## config.mk

```make
export PLATFORM = sky130hd
export DESIGN_NAME = reversing_bits
export DESIGN_NICKNAME = d
export VERILOG_FILES = /design/src/rtl/reversing_bits_pkg.sv /design/src/rtl/reversing_bits_net.sv /design/src/rtl/reversing_bits.sv
export SDC_FILE = /design/constraint.sdc
export NUM_CORES = 1
export LEC_CHECK = 0
export CORE_ASPECT_RATIO = 0.75
export CORE_MARGIN = 2
export CORE_UTILIZATION = 45
export DETAILED_ROUTE_END_ITERATION = 12
export GPL_TIMING_DRIVEN = 0
export PLACE_DENSITY_LB_ADDON = 0.08
export SLEW_MARGIN = 20
export SYNTH_ARGS = -nofsm -noshare
export SYNTH_HDL_FRONTEND = slang
export SYNTH_HIERARCHICAL = 1
export SYNTH_SLANG_ARGS = --single-unit
export TNS_END_PERCENT = 100
```

## constraint.sdc

```tcl
create_clock -name clk -period 1.56 [get_ports clk]
set_input_delay 0.312 -clock clk [delete_from_list [all_inputs] [get_ports clk]]
set_output_delay 0.312 -clock clk [all_outputs]
set_load 0.005 [all_outputs]
```

## src/rtl/reversing_bits_pkg.sv

```systemverilog
// Shared types for the reversing_bits block: transform mode encoding and its width.
package reversing_bits_pkg;

  localparam int MODE_WIDTH = 2;

  typedef enum logic [MODE_WIDTH-1:0] {
    REV_PASS           = 2'd0,
    REV_BITREV         = 2'd1,
    REV_BYTESWAP       = 2'd2,
    REV_BITREV_IN_BYTE = 2'd3
  } rev_mode_t;

endpackage

```

## src/rtl/reversing_bits_net.sv

```systemverilog
// Combinational permutation network: pass, full bit reverse, byte swap, or
// bit reverse within each byte, selected by mode.
module reversing_bits_net
  import reversing_bits_pkg::*;
#(
  parameter int DATA_WIDTH = 32
) (
  input  logic [DATA_WIDTH-1:0] din,
  input  logic [MODE_WIDTH-1:0] mode,
  output logic [DATA_WIDTH-1:0] dout
);

  localparam int NUM_BYTES = DATA_WIDTH / 8;

  logic [DATA_WIDTH-1:0] bit_rev;
  logic [DATA_WIDTH-1:0] byte_swap;
  logic [DATA_WIDTH-1:0] rev_in_byte;

  always_comb begin
    bit_rev     = '0;
    byte_swap   = '0;
    rev_in_byte = '0;
    for (int i = 0; i < DATA_WIDTH; i++) begin
      bit_rev[i] = din[DATA_WIDTH-1-i];
    end
    for (int k = 0; k < NUM_BYTES; k++) begin
      byte_swap[8*k +: 8] = din[8*(NUM_BYTES-1-k) +: 8];
      for (int b = 0; b < 8; b++) begin
        rev_in_byte[8*k+b] = din[8*k+7-b];
      end
    end
  end

  always_comb begin
    dout = din;
    case (rev_mode_t'(mode))
      REV_PASS:           dout = din;
      REV_BITREV:         dout = bit_rev;
      REV_BYTESWAP:       dout = byte_swap;
      REV_BITREV_IN_BYTE: dout = rev_in_byte;
      default:            dout = din;
    endcase
  end

endmodule

```

## src/rtl/reversing_bits.sv

```systemverilog
// Registered bit/byte reversal stage with one-cycle latency.
// Optional even-parity output dout_par is enabled by defining REVERSING_BITS_PARITY_EN.
module reversing_bits
  import reversing_bits_pkg::*;
#(
  parameter int DATA_WIDTH = 32
) (
  input  logic                  clk,
  input  logic                  reset,
  input  logic [DATA_WIDTH-1:0] din,
  input  logic                  din_valid,
  input  logic [MODE_WIDTH-1:0] mode,
  output logic [DATA_WIDTH-1:0] dout,
  output logic                  dout_valid
`ifdef REVERSING_BITS_PARITY_EN
  ,
  output logic                  dout_par
`endif
);

  if ((DATA_WIDTH < 8) || ((DATA_WIDTH % 8) != 0)) begin : g_bad_width
    $error("reversing_bits: DATA_WIDTH must be >= 8 and a multiple of 8");
  end

  logic [DATA_WIDTH-1:0] next_dout;

  reversing_bits_net #(
    .DATA_WIDTH(DATA_WIDTH)
  ) u_net (
    .din (din),
    .mode(mode),
    .dout(next_dout)
  );

  // Reset wins over a same-cycle valid word; idle cycles hold the last result.
  always_ff @(posedge clk) begin
    if (reset) begin
      dout       <= '0;
      dout_valid <= 1'b0;
    end else begin
      dout_valid <= din_valid;
      if (din_valid) begin
        dout <= next_dout;
      end
    end
  end

`ifdef REVERSING_BITS_PARITY_EN
  always_ff @(posedge clk) begin
    if (reset) begin
      dout_par <= 1'b0;
    end else if (din_valid) begin
      dout_par <= ^next_dout;
    end
  end
`endif

endmodule

```

-- Word-level counts from Yosys, hierarchy flattened
Index checks and enable logic that the tools add are counted.
- bits in registers: 33
- input port bits: 37
- output and inout port bits: 33
- word-level logic and storage cells: 7
- equality and inequality tests: 3
- muxes and demuxes: 1
- reductions and logical operators: 1
- operator list (cell ; count):
    $pmux 32 s4 ; 1
    $eq 2x2->1 const B ; 2
    $eq 2x1->1 const B ; 1
    $logic_not 2->1 ; 1

-- Longest topological paths before layout
Gate-level depths: netlist (run 1).
- word-level depth: 2
- gate-level depth with buffers: 6
- mapped depth without buffers: 3

-- Modules after synthesis
Netlist (run 1), hierarchy kept.
- modules (own cells, without submodules) (module ; times used ; cells an instance ; area each (um^2) ; seq. area each (um^2)):
    reversing_bits ; 1 ; 106 ; 1202.4 ; 660.6
    reversing_bits_net ; 1 ; 40 ; 824.5 ; 0.0

-- Worst setup path after synthesis (run 1)
Ideal clock, no wire load.
- path type: input port to flip-flop
- start point: in mode[0]
- end point: reg dout[4]
- library setup time: 116 ps
- arrival: 1249 ps
- data required time: 1444 ps
- path slack: 194 ps
- stages on the path: 5
- path buffers: 2
- path through: buf_6 > buf_12 > mux4_2 > mux2i_1 > nor2_2
- cells in the longest elaborated chain, start to end: 2
- elaborated cells between the ends (all ways): 5
- those cells by class: eq/ne (3); mux (1); reduce/logical (1)
- RTL lines (element ; line ; source):
    start: declaration ; reversing_bits.sv:12 ; input logic [MODE_WIDTH-1:0] mode,
    $eq 2x2->1, or another cell as far along ; reversing_bits_net.sv:36 ; case (rev_mode_t'(mode))
    $pmux 32 s4 * ; reversing_bits_net.sv:36 ;
    net next_dout[4] ; reversing_bits.sv:25 ; logic [DATA_WIDTH-1:0] next_dout;
    end signal: assignment ; reversing_bits.sv:43 ; dout <= next_dout;
    end: declaration ; reversing_bits.sv:13 ; output logic [DATA_WIDTH-1:0] dout,
Mark *: on every way through the listed nets, which the timed path passes. The rest lies on a longest branch.
A chain may end at the register's enable or synchronous reset.

-- Worst setup path after layout (run 1)
- start point: reg dout[27]
- end point: out dout[27]
No word-level cell between the ends.

==> metrics.md, run 1 <==
| Metric | Value |
|---|---|
| Outcome | `finished, final reports clean` |
| Most common cell in the synthesized netlist | `dfxtp_1` |
| Port Buf Inserts | `65` |
| RSZ-0062 raised after global routing | `no` |
| First-pass GRT wire length | `8.128 mm` |
| H-Tree Depth | `2` |
| CP Class | `flop to primary output` |
| Design Power | `2.307 mW` |
| Worst-Skew Late Latency | `0.29 ns` |
| Starting Density | `46.19%` |
| Post-CTS Setup Bufs | `0` |
| DRT iter0 DRCs | `103` |
| Synth cell types | `12` |
| Predominant post-synthesis flop cell | `dfxtp_1` |
| Vias in the first global route | `1592` |
| CTS tree | `yes` |
| Antenna viol nets, final | `0` |
| DP HPWL | `3.588 mm` |
| Number of clock sinks | `33` |
| Sequential power share | `40.8%` |
| Crit Path Max Fanout | `2` |
| Synth top cells by count | `dfxtp_1, mux2i_1, mux4_2` |
| DP Cell Count | `268` |
| Hold path start | `reset` |
| Max clock buf depth | `2` |
| Ys async rst share | `0%` |
| Vert. Die Dim | `62.12 um` |
| Global Route Usage Sum | `22.06%` |
| CTS resizes | `0` |
| # rows | `21` |
| DP Worst Slack | `-0.07143 ns` |
| Post-route setup slack | `0.08919 ns` |
| Reg-to-Reg End | `dout[12]` |
| Die ar. | `5062 um^2` |
| Switch share | `25.74%` |
| Share of cells above drive strength 1 | `25.57%` |
| Num ports | `70` |
| Pre-Repair DR Iteration Count | `4` |
| Synth Instances | `146` |
| Max-slew violation count | `0` |
| Gpl congestion | `0.8100` |
| WHS | `0.3140 ns` |
| Worst R2R Path Depth | `2` |
| Slew HR | `82.84%` |
| Max-cap violations | `0` |
| Reg-to-reg setup timing slack | `0.90 ns` |
| Initial antenna violation count | `0` |
| Type of origin of the critical path | `flop` |
| CTS Buf Count | `5` |
| Clock power frac | `31.6%` |
| Reg-to-reg startpoint | `dout[12]` |
| Avg Inst Size Synth | `13.88 um^2` |
| Hold depth | `2` |
| PD cells | `809.5 nW/um^2` |
| Nets | `255` |
| Post-Syn Area | `2027 um^2` |
| CTS Hold Bufs | `0` |
| CORE AREA | `4388 um^2` |
| Remaining Overflow, GRT | `0` |
| Period utilization | `94.28%` |
| Register area share after synthesis | `32.59%` |
| Worst setup startpoint | `dout[27]` |
| Post-synth top area cell | `mux4_2` |
| Final cell count without fillers | `276` |
| Slew @ Worst Pin | `0.2574 ns` |
| DR WL/cell | `18.24 um` |
| Hold Path End | `dout[29]` |
| Crit path cell chain | `clkdlybuf4s50_1` |
| Net Switching | `593.8 uW` |
| DRC | `0` |
| Min Clock Period, post-route | `1.471 ns` |
| CP max stage delay | `0.51 ns` |
| Crit-path slowest cell | `clkdlybuf4s50_1` |
| Via count | `1540` |
| Yosys top cell area share | `34.44%` |
| Top cells by area, synth | `mux4_2, dfxtp_1, mux2i_1` |
| Area growth, synth to finish | `40.62%` |
| Total Wirelength | `5.033 mm` |
| Number of flops mapped to enable cells by yosys | `0` |
| Clk slew on worst S/H paths | `0.07 ns` |
| Gate power share | `27.5%` |
| CTS Root Cell | `clkbuf_8` |
| Width of the die | `81.50 um` |
| Fmax | `679.9 MHz` |
| # setup viols final | `0` |
| Buffer and inverter count on the worst path | `1` |
| Antenna diodes | `0` |
| Synth warnings | `6` |
| Via density | `5.580` |
| Class of the worst hold path | `primary input to flop` |
| Final hold vios | `0` |
| Post-Route Skew | `0 ns` |
| Worst vdd ir | `0.4734 mV` |
| FF+latch count, synth | `33` |
| Worst EP arrival | `1.16 ns` |
| Critical path endpoint category | `primary output` |
| CP required | `1.25 ns` |
| Syn nets | `183` |
| Pint | `1.713 mW` |
| Cell family with most CP delay | `buffers and inverters` |
| Largest net degree at the start of global routing | `11` |
| P_leak | `1.127 nW` |
layer usage:
layer | global-route usage [%] | wire, um
met5 | 0 | 0
met4 | 8.263 | 79
met3 | 4.797 | 323
met2 | 32.89 | 2345
met1 | 31.58 | 2284
power by group through the flow:
stage | clock network (mW) | logic (mW) | registers (mW)
global placement | 0 | 0.620 | 0.958
CTS | 0.748 | 0.639 | 0.942
detailed placement | 0 | 0.634 | 0.961
floorplan | 0 | 0.340 | 0.963
finish | 0.730 | 0.635 | 0.942
global route | 0.785 | 0.682 | 0.949
how the worst max path moves through the flow:
| stage | depth (start not counted) | to | slack (ns) |
|---|---|---|---|
| 2_1_floorplan | 5 | dout[4] | 0.19 |
| 3_3_place_gp | 4 | dout[28] | -0.02 |
| 3_5_place_dp | 4 | dout[28] | -0.07 |
| 4_1_cts | 1 | dout[20] | 0.07 |
| 5_1_grt | 1 | dout[22] | 0.04 |
| 6_report | 1 | dout[27] | 0.09 |
through the flow:
stage	util [%]	instance area [um^2]	setup TNS (ns)
floorplan	-	2027	0
global route	64.96	2850	0
finish	64.96	2850	0
detailed placement	62.65	2749	-0.7191
global placement	62.65	2749	-0.04103
CTS	64.96	2850	0
flip-flops by register name (all words and copies together), names as in the netlist:
register	flops
dout_valid	1
dout	32
placed cells by master, fill, tap and decap left out, types with 2 or more instances in the layout:
cell type,count
nor2_2,2
mux4_2,31
buf_4,2
clkbuf_8,7
buf_12,5
nor2_1,30
dfxtp_1,33
buf_2,3
clkdlybuf4s50_1,65
mux2i_1,32
buf_6,5
layout make-up:
type,count,area [um^2]
Buffer,16,190.2
Clock inverter,1,5.005
Multi-Input combinational cell,97,1176
Clock buffer,7,96.34
Fill cell,324,1538
Timing Repair Buffer,65,650.6
Tap cell,57,71.32
Sequential cell,33,660.6
kinds of logic (layout without fill, tap and decap cells):
| group | after synthesis | after routing | synth area share [%] |
|---|---|---|---|
| muxes | 64 | 64 | 51.54 |
| and+or+nand+nor | 33 | 33 | 6.482 |
| buffers and inverters | 16 | 89 | 9.382 |
| DFF | 33 | 33 | 32.59 |
No activity file was read; power rests on OpenSTA's default activity.
==> run 2, diff against run 1 <==
CAP_MARGIN = 5   (was default)
CORE_UTILIZATION = 40   (was 45)
==> metrics.md, run 2 (same netlist as run 1, synthesis figures left out) <==
| Metric | Value |
|---|---|
| Critical path endpoint category | `primary output` |
| Pre-Repair DR Iteration Count | `4 (unchanged)` |
| Design area | `2854 um^2 (+0.13%)` |
| Post-route setup slack | `0.09626 ns (+0.007073 ns)` |
| CTS Hold Bufs | `0 (unchanged)` |
| Initial antenna violation count | `0 (unchanged)` |
| Max-slew violation count | `0 (unchanged)` |
| Post-Route Skew | `0 ns (unchanged)` |
| Filler cell count | `399 (+23%)` |
| PD cells | `803.3 nW/um^2 (-0.76%)` |
| CTS resizes | `0 (unchanged)` |
| DP Worst Slack | `-0.07529 ns (-0.003867 ns)` |
| Buffer and inverter count on the worst path | `1 (unchanged)` |
| CTS Buf Count | `5 (unchanged)` |
| DP HPWL | `3.686 mm (+2.7%)` |
| Remaining Overflow, GRT | `0 (unchanged)` |
| Via count | `1494 (-3.0%)` |
| Most frequent cells in the layout | `clkdlybuf4s50_1, dfxtp_1, mux2i_1` |
| Gr busiest metal | `met2` |
| Placed Area | `2753 um^2 (+0.14%)` |
| RSZ-0062 raised after global routing | `no` |
| CP max stage delay | `0.51 ns (about the same)` |
| Cell family with most CP delay | `buffers and inverters` |
| CORE AREA | `4900 um^2 (+12%)` |
| Antenna viol nets, final | `0 (unchanged)` |
| Regs by FF count | `dout x32, dout_valid x1` |
| CTS Root Cell | `clkbuf_8` |
| DRT iter0 DRCs | `107 (+3.9%)` |
| CP required | `1.25 ns (about the same)` |
| Vias in the first global route | `1527 (-4.1%)` |
| Max clock buf depth | `2 (unchanged)` |
| DP Cell Count | `271 (+1.1%)` |
| Vert. Die Dim | `65.65 um (+5.7%)` |
| Crit path cell chain | `clkdlybuf4s50_1` |
| Crit-path slowest cell | `clkdlybuf4s50_1` |
| Via density | `5.355 (-4.0%)` |
| Area growth, synth to finish | `40.80%` |
| Slew @ Worst Pin | `0.2618 ns (+0.004344 ns)` |
| Final cell count without fillers | `279 (+1.1%)` |
| CP Class | `flop to primary output` |
| Number of clock sinks | `33 (unchanged)` |
| # setup viols final | `0 (unchanged)` |
| Top reg by flops | `dout` |
| Max-cap violations | `0 (unchanged)` |
| Width of the die | `86.20 um (+5.8%)` |
| CTS tree | `yes` |
| Worst EP arrival | `1.15 ns (about the same)` |
| Met1 capacity usage during global routing | `26.02% (-5.6 points)` |
| Class of the worst hold path | `primary input to flop` |
| H-Tree Depth | `2 (unchanged)` |
| Post-CTS Setup Bufs | `0 (unchanged)` |
| P_leak | `1.127 nW (unchanged)` |
| Num ports | `70 (unchanged)` |
| Outcome | `finished, final reports clean` |
| Slew HR | `82.55% (-0.29 points)` |
| Crit Path Max Fanout | `2 (unchanged)` |
| Global Route Usage Sum | `18.65% (-3.4 points)` |
| Period utilization | `93.83% (-0.45 points)` |
| # rows | `22 (+4.8%)` |
| Gpl congestion | `0.8030 (-0.86%)` |
| Met2 usage | `28.29% (-4.6 points)` |
| DR WL/cell | `17.73 um (-2.7%)` |
| Most common cell after layout, fill and taps aside | `clkdlybuf4s50_1` |
| Final hold vios | `0 (unchanged)` |
| Die ar. | `5659 um^2 (+12%)` |
| Min Clock Period, post-route | `1.464 ns (-0.007073 ns)` |
| Antenna diodes | `0 (unchanged)` |
| Largest net degree at the start of global routing | `11 (unchanged)` |
| Design Power | `2.293 mW (-0.63%)` |
| WHS | `0.3149 ns (+0.0009550 ns)` |
| Nets | `255 (unchanged)` |
| First-pass GRT wire length | `7.914 mm (-2.6%)` |
| Worst-Skew Late Latency | `0.28 ns (about the same)` |
| Fin Setup TNS | `0 ns (unchanged)` |
| Clk slew on worst S/H paths | `0.07 ns (about the same)` |
| Fmax | `683.2 MHz (+0.48%)` |
| Total Wirelength | `4.948 mm (-1.7%)` |
| Max reg flops | `32 (unchanged)` |
| Starting Density | `41.37% (-4.8 points)` |
| Port Buf Inserts | `65 (unchanged)` |
| Routing usage on met3 | `6.030% (+1.2 points)` |
| Type of origin of the critical path | `flop` |
| Finished Core Util | `58.25% (-6.7 points)` |
| Share of cells above drive strength 1 | `25.57% (unchanged)` |
| Worst vdd ir | `0.3963 mV (-16%)` |
| DRC | `0 (unchanged)` |
==> run 2: cell counts in the layout (fill, tap and decap cells not counted) <==
Identical to the previous run, type by type.
==> run 2: layout make-up <==
class	instances	area (um^2)	share of cell area, %
tap	60	75.07	2.630
clock inverter	1	5.005	0.1754
clock buffer	7	96.34	3.376
buffer	16	190.2	6.664
timing repair buffer	65	650.6	22.80
multi-input combinational	97	1176	41.21
sequential	33	660.6	23.15
==> run 2: path summary, 6_finish.rpt <==
path	slack, ns	to	start	cells past startpoint
setup / recovery	0.1	dout[29]	dout[29]	1
hold / removal	0.31	dout[31]	reset	2
setup reg to reg	0.90	dout[1]	dout[1]	2
hold reg to reg	0.49	dout[13]	dout[13]	2
==> run 2: report_power, final <==
part,internal [mW],switching [mW],total (mW)
clock network,0.399,0.319,0.718
logic,0.407,0.228,0.634
registers,0.908,0.0326,0.940
==> run 2: routing by layer <==
layer	wire [um]	part of all wire (%)
met1	2311	47
met2	2194	44
met3	402	8.1
met4	40	0.81
met5	0	0
==> RTL edit 1: new RTL, config.mk and constraints of run 2 <==
`DATA_WIDTH` is set to 32 in 2 places; all go to 16.
--- a/src/rtl/reversing_bits_net.sv
+++ b/src/rtl/reversing_bits_net.sv
@@ -3,7 +3,7 @@
 module reversing_bits_net
   import reversing_bits_pkg::*;
 #(
-  parameter int DATA_WIDTH = 32
+  parameter int DATA_WIDTH = 16
 ) (
   input  logic [DATA_WIDTH-1:0] din,
   input  logic [MODE_WIDTH-1:0] mode,
--- a/src/rtl/reversing_bits.sv
+++ b/src/rtl/reversing_bits.sv
@@ -3,7 +3,7 @@
 module reversing_bits
   import reversing_bits_pkg::*;
 #(
-  parameter int DATA_WIDTH = 32
+  parameter int DATA_WIDTH = 16
 ) (
   input  logic                  clk,
   input  logic                  reset,
Ports: changed (resized din and dout); port bits go from 70 to 38. The function was not compared with the original's and may differ.
==> RTL edit 1 against run 2 <==
- non-clock buffer count is 40 lower
- worst setup slack worse by 2.9 ps
- routed wire length is 56% lower
- final area is 49% lower
- global-route usage is 2.8 points lower
- core utilization is 1.2 points lower
- sequential cell count is 16 lower
- first-iteration DRC count is 73% lower
- highest routed layer unchanged
- total power is 55% lower
- register-to-register slack better by 50 ps
- hold slack worse by 46 ps
- combinational power is 53% lower
- synthesized area is 48% lower
==> RTL edit 1: results (changes against run 2) <==
| Metric | Value |
|---|---|
| Routing usage on met2 | `0.239 (-0.0436)` |
| Number of fill cells in the layout | `232 (-42%)` |
| PnR worst setup slack | `93.3 ps (-2.95 ps)` |
| Sequential share of the synthesized area | `0.325 (-0.000956)` |
| Met1 Usage GRT | `0.224 (-0.0367)` |
| R2R Path End | `dout[6]$_SDFFE_PP0P_` |
| Vias in the first global route | `747 (-51%)` |
| Metal3 WL | `159 um (-60%)` |
| Top post-synthesis cells by area | `dfxtp_1 (32%), mux4_1 (25%), mux2i_1 (15%)` |
| Status | `finished clean` |
| CTS root buffer | `clkbuf_4` |
| Max reg flops | `16 (-50%)` |
| Dpl ws | `-63.6 ps (+11.7 ps)` |
| Metal2 WL | `987 um (-55%)` |
| GR Util All Layers | `0.159 (-0.0278)` |
| GR Util met3 | `0.0605 (+0.000164)` |
| Mean Syn Cell Area | `14.2 sq um (+1.9%)` |
| CTS H-tree lvls | `1 (-1)` |
| Via/cell ratio | `5.21 (-2.7%)` |
| Syn_nets | `95 (-48%)` |
| # port buffers | `33 (-49%)` |
| Maximum VDD drop | `0.485 mV (+22%)` |
| Dpl cell area | `0.00142 sq mm (-48%)` |
| Hold_ws | `269 ps (-46.3 ps)` |
| Reg2Reg Setup Slack | `950 ps (+50 ps)` |
| Worst-Margin Slew | `226 ps (-35.4 ps)` |
| M1 wire length | `1000 um (-57%)` |
| Dpl cells | `143 (-47%)` |
| CP startpoint | `dout[8]$_SDFFE_PP0P_` |
| Synth unique cells | `9 (-3)` |
| Hold endpoint | `dout_valid$_SDFF_PP0_` |
| Inserted Clock Buffers | `3 (-2)` |
| Leak | `0.597 nW (-47%)` |
==> RTL edit 1: cells by family (layout without fill, tap and decap cells) <==
| family | after synthesis | after routing | synth area share |
|---|---|---|---|
| multiplexers | 32 | 32 | 0.533 |
| AND/OR/NAND/NOR | 17 | 17 | 0.0633 |
| buffers and inverters | 8 | 45 | 0.0789 |
| flip-flops | 17 | 17 | 0.325 |
==> RTL edit 1: cell type report <==
class | count | area [sq um] | area share
multi-input cells | 49 | 624 | 0.431
flip-flops and latches | 17 | 340 | 0.235
repair buffers | 33 | 330 | 0.228
plain buffers | 8 | 82.6 | 0.0569
well taps | 36 | 45.0 | 0.0311
clock buffers | 3 | 22.5 | 0.0155
clock inverters | 1 | 5.00 | 0.00345
==> RTL edit 1: where the power goes <==
part	switching, mW	total (mW)	leakage [nW]	internal (mW)
combinational	0.103	0.301	0.439	0.198
clock	0.146	0.241	0.0177	0.0954
sequential	0.0161	0.483	0.140	0.467
total	0.264	1.03	0.597	0.761
==> RTL edit 2: new RTL, flow settings as in run 2 <==
Made on the original files. Remove the register `dout_valid`: a continuous assignment takes its place, so the output `dout_valid` follows one clock earlier.
--- a/src/rtl/reversing_bits.sv
+++ b/src/rtl/reversing_bits.sv
@@ -36,14 +36,14 @@
   always_ff @(posedge clk) begin
     if (reset) begin
       dout       <= '0;
-      dout_valid <= 1'b0;
     end else begin
-      dout_valid <= din_valid;
       if (din_valid) begin
         dout <= next_dout;
       end
     end
   end
+
+  assign dout_valid = din_valid;
 
 `ifdef REVERSING_BITS_PARITY_EN
   always_ff @(posedge clk) begin
Function: changed (a bounded check fails within 4 cycles, from zero or initial values and one cycle with reset high).
==> RTL edit 2 against run 2 <==
- routed wire length shrank 0.73%
- sequential cell count shrank 1
- combinational power shrank 0.6%
- global-route usage grew 0.23 points
- synthesized cell count shrank 1.4%
- via count grew 2.3%
- count of clock-buffer cells in the layout grew 1
- final area shrank 1.1%
- synthesized area shrank 1.5%
- total power shrank 3.3%
- critical path depth is the same
- final cell count shrank 0.36%
- worst setup slack gained 5.2 ps
- largest cell class unchanged
- largest power group unchanged
==> RTL edit 2: results (changes against run 2) <==
| Metric | Value |
|---|---|
| Synth unique cells | `9 (-3)` |
| Max FO, Critical Path | `2 (unchanged)` |
| Fin nets | `254 (-0.39%)` |
| GP Congestion | `0.831 (+3.5%)` |
| Clock tree buffer depth | `2 (unchanged)` |
| Synth top cells by count | `dfxtp_1 (32), mux2i_1 (32), nor2_1 (32)` |
| Worst-Margin Slew | `500 ps (+238 ps)` |
| # port buffers | `66 (+1.5%)` |
| Maximum VDD drop | `0.322 mV (-19%)` |
| Vias in the first global route | `1,603 (+5.0%)` |
| Dpl ws | `-84.2 ps (-8.94 ps)` |
| Skew final | `0 ps (unchanged)` |
| Leak | `1.11 nW (-1.7%)` |
| CTS H-tree lvls | `2 (unchanged)` |
| Initial antenna violation count | `0 (unchanged)` |
| First-pass GRT wire length | `8000 um (+1.1%)` |
| Detail Placement HPWL | `3690 um (about the same)` |
| DR DRC count | `0 (unchanged)` |
| Top post-synthesis cells by area | `mux4_2 (35%), dfxtp_1 (32%), mux2i_1 (16%)` |
| CTS root buffer | `clkbuf_8` |
| Status | `finished clean` |
| Inserted Clock Buffers | `5 (unchanged)` |
| Pre-antenna DRT Iters | `5 (+1)` |
| Dpl cells | `270 (-0.37%)` |
| Crit path DAT | `1150 ps (about the same)` |
| Most flop-heavy register | `dout` |
| Reg clk slew, reported paths | `70 ps (about the same)` |
| Reg2reg start | `dout[5]$_SDFFE_PP0P_` |
| ANT cells | `0 (unchanged)` |
| Setup bufs post-CTS | `0 (unchanged)` |
| Crit-path leading delay family | `buffers and inverters` |
| Share of cells above drive strength 1 | `0.229 (-0.0263)` |
| Synth Flop Type | `dfxtp_1` |
| GR Util All Layers | `0.189 (+0.00234)` |
| 1st-iter DRT viols | `99 (-7.5%)` |
| Pin count of the biggest net entering global routing | `11 (unchanged)` |
| Largest stage delay, worst path | `510 ps (about the same)` |
| HP Class | `in -> reg` |
| Worst skew pair latency | `280 ps (about the same)` |
| Mean Syn Cell Area | `13.9 sq um (-0.18%)` |
| Fin cells | `278 (-0.36%)` |
| Dpl cell area | `0.00273 sq mm (-0.77%)` |
| Via/cell ratio | `5.50 (+2.6%)` |
| Cts hold-fix bufs | `0 (unchanged)` |
| Syn_nets | `181 (-1.1%)` |
| # resized after CTS | `0 (unchanged)` |
| HP Start | `din_valid` |
| Slowest stage cell, crit path | `clkdlybuf4s50_1` |
| Wirelength, routed | `4910 um (-0.73%)` |
| Biggest regs | `dout x32` |
| Sequential share of the synthesized area | `0.321 (-0.00492)` |
| CP startpoint | `dout[27]$_SDFFE_PP0P_` |
| Yosys warning count | `6 (unchanged)` |
[RTL edit 2: changes by cell type after synthesis, sizes merged]
cell | run 2 | this run
nor2b | 1 | 0
dfxtp | 33 | 32
buf | 15 | 13
clkbuf | 1 | 3
[RTL edit 2: final timing paths]
| check | slack, ps | endpoint | cells past startpoint |
|---|---|---|---|
| setup / recovery | 100 | dout[27] | 1 |
| hold / removal | 340 | dout[29]$_SDFFE_PP0P_ | 3 |
| setup reg to reg | 900 | dout[5]$_SDFFE_PP0P_ | 2 |
| hold reg to reg | 490 | dout[0]$_SDFFE_PP0P_ | 2 |
[RTL edit 2: power by group]
group | switching [mW] | total, mW | leakage, nW | internal, mW
combinational | 0.222 | 0.630 | 0.797 | 0.408
clock | 0.311 | 0.671 | 0.0455 | 0.360
sequential | 0.0352 | 0.916 | 0.264 | 0.881
[RTL edit 2: layout make-up]
| type | count | area (sq um) |
|---|---|---|
| tap | 60 | 75.1 |
| timing repair buffer | 66 | 661 |
| fill | 399 | 2020 |
| buffer | 16 | 190 |
| multi-input combinational | 96 | 1160 |
| sequential | 32 | 641 |
| clock buffer | 8 | 90.1 |
[RTL edit 2: cells by family after synthesis]
group | count (synthesis) | share of synthesized area
buffers and inverters | 16 | 0.0953
AND/OR/NAND/NOR | 32 | 0.0602
flip-flops | 32 | 0.321
multiplexers | 64 | 0.524
[RTL edit 2: metal layers]
layer	vias up	wire [um]	track usage
li1	695	-	-
met2	61	2280	0.292
met5	-	0	0
met4	0	55	0.0675
met3	7	333	0.0415
met1	765	2240	0.263
[RTL edit 2: tightest hold or removal path, stage by stage]
cell,delay (ps)
buf_6,120
mux2i_1,80
nor2_1,80
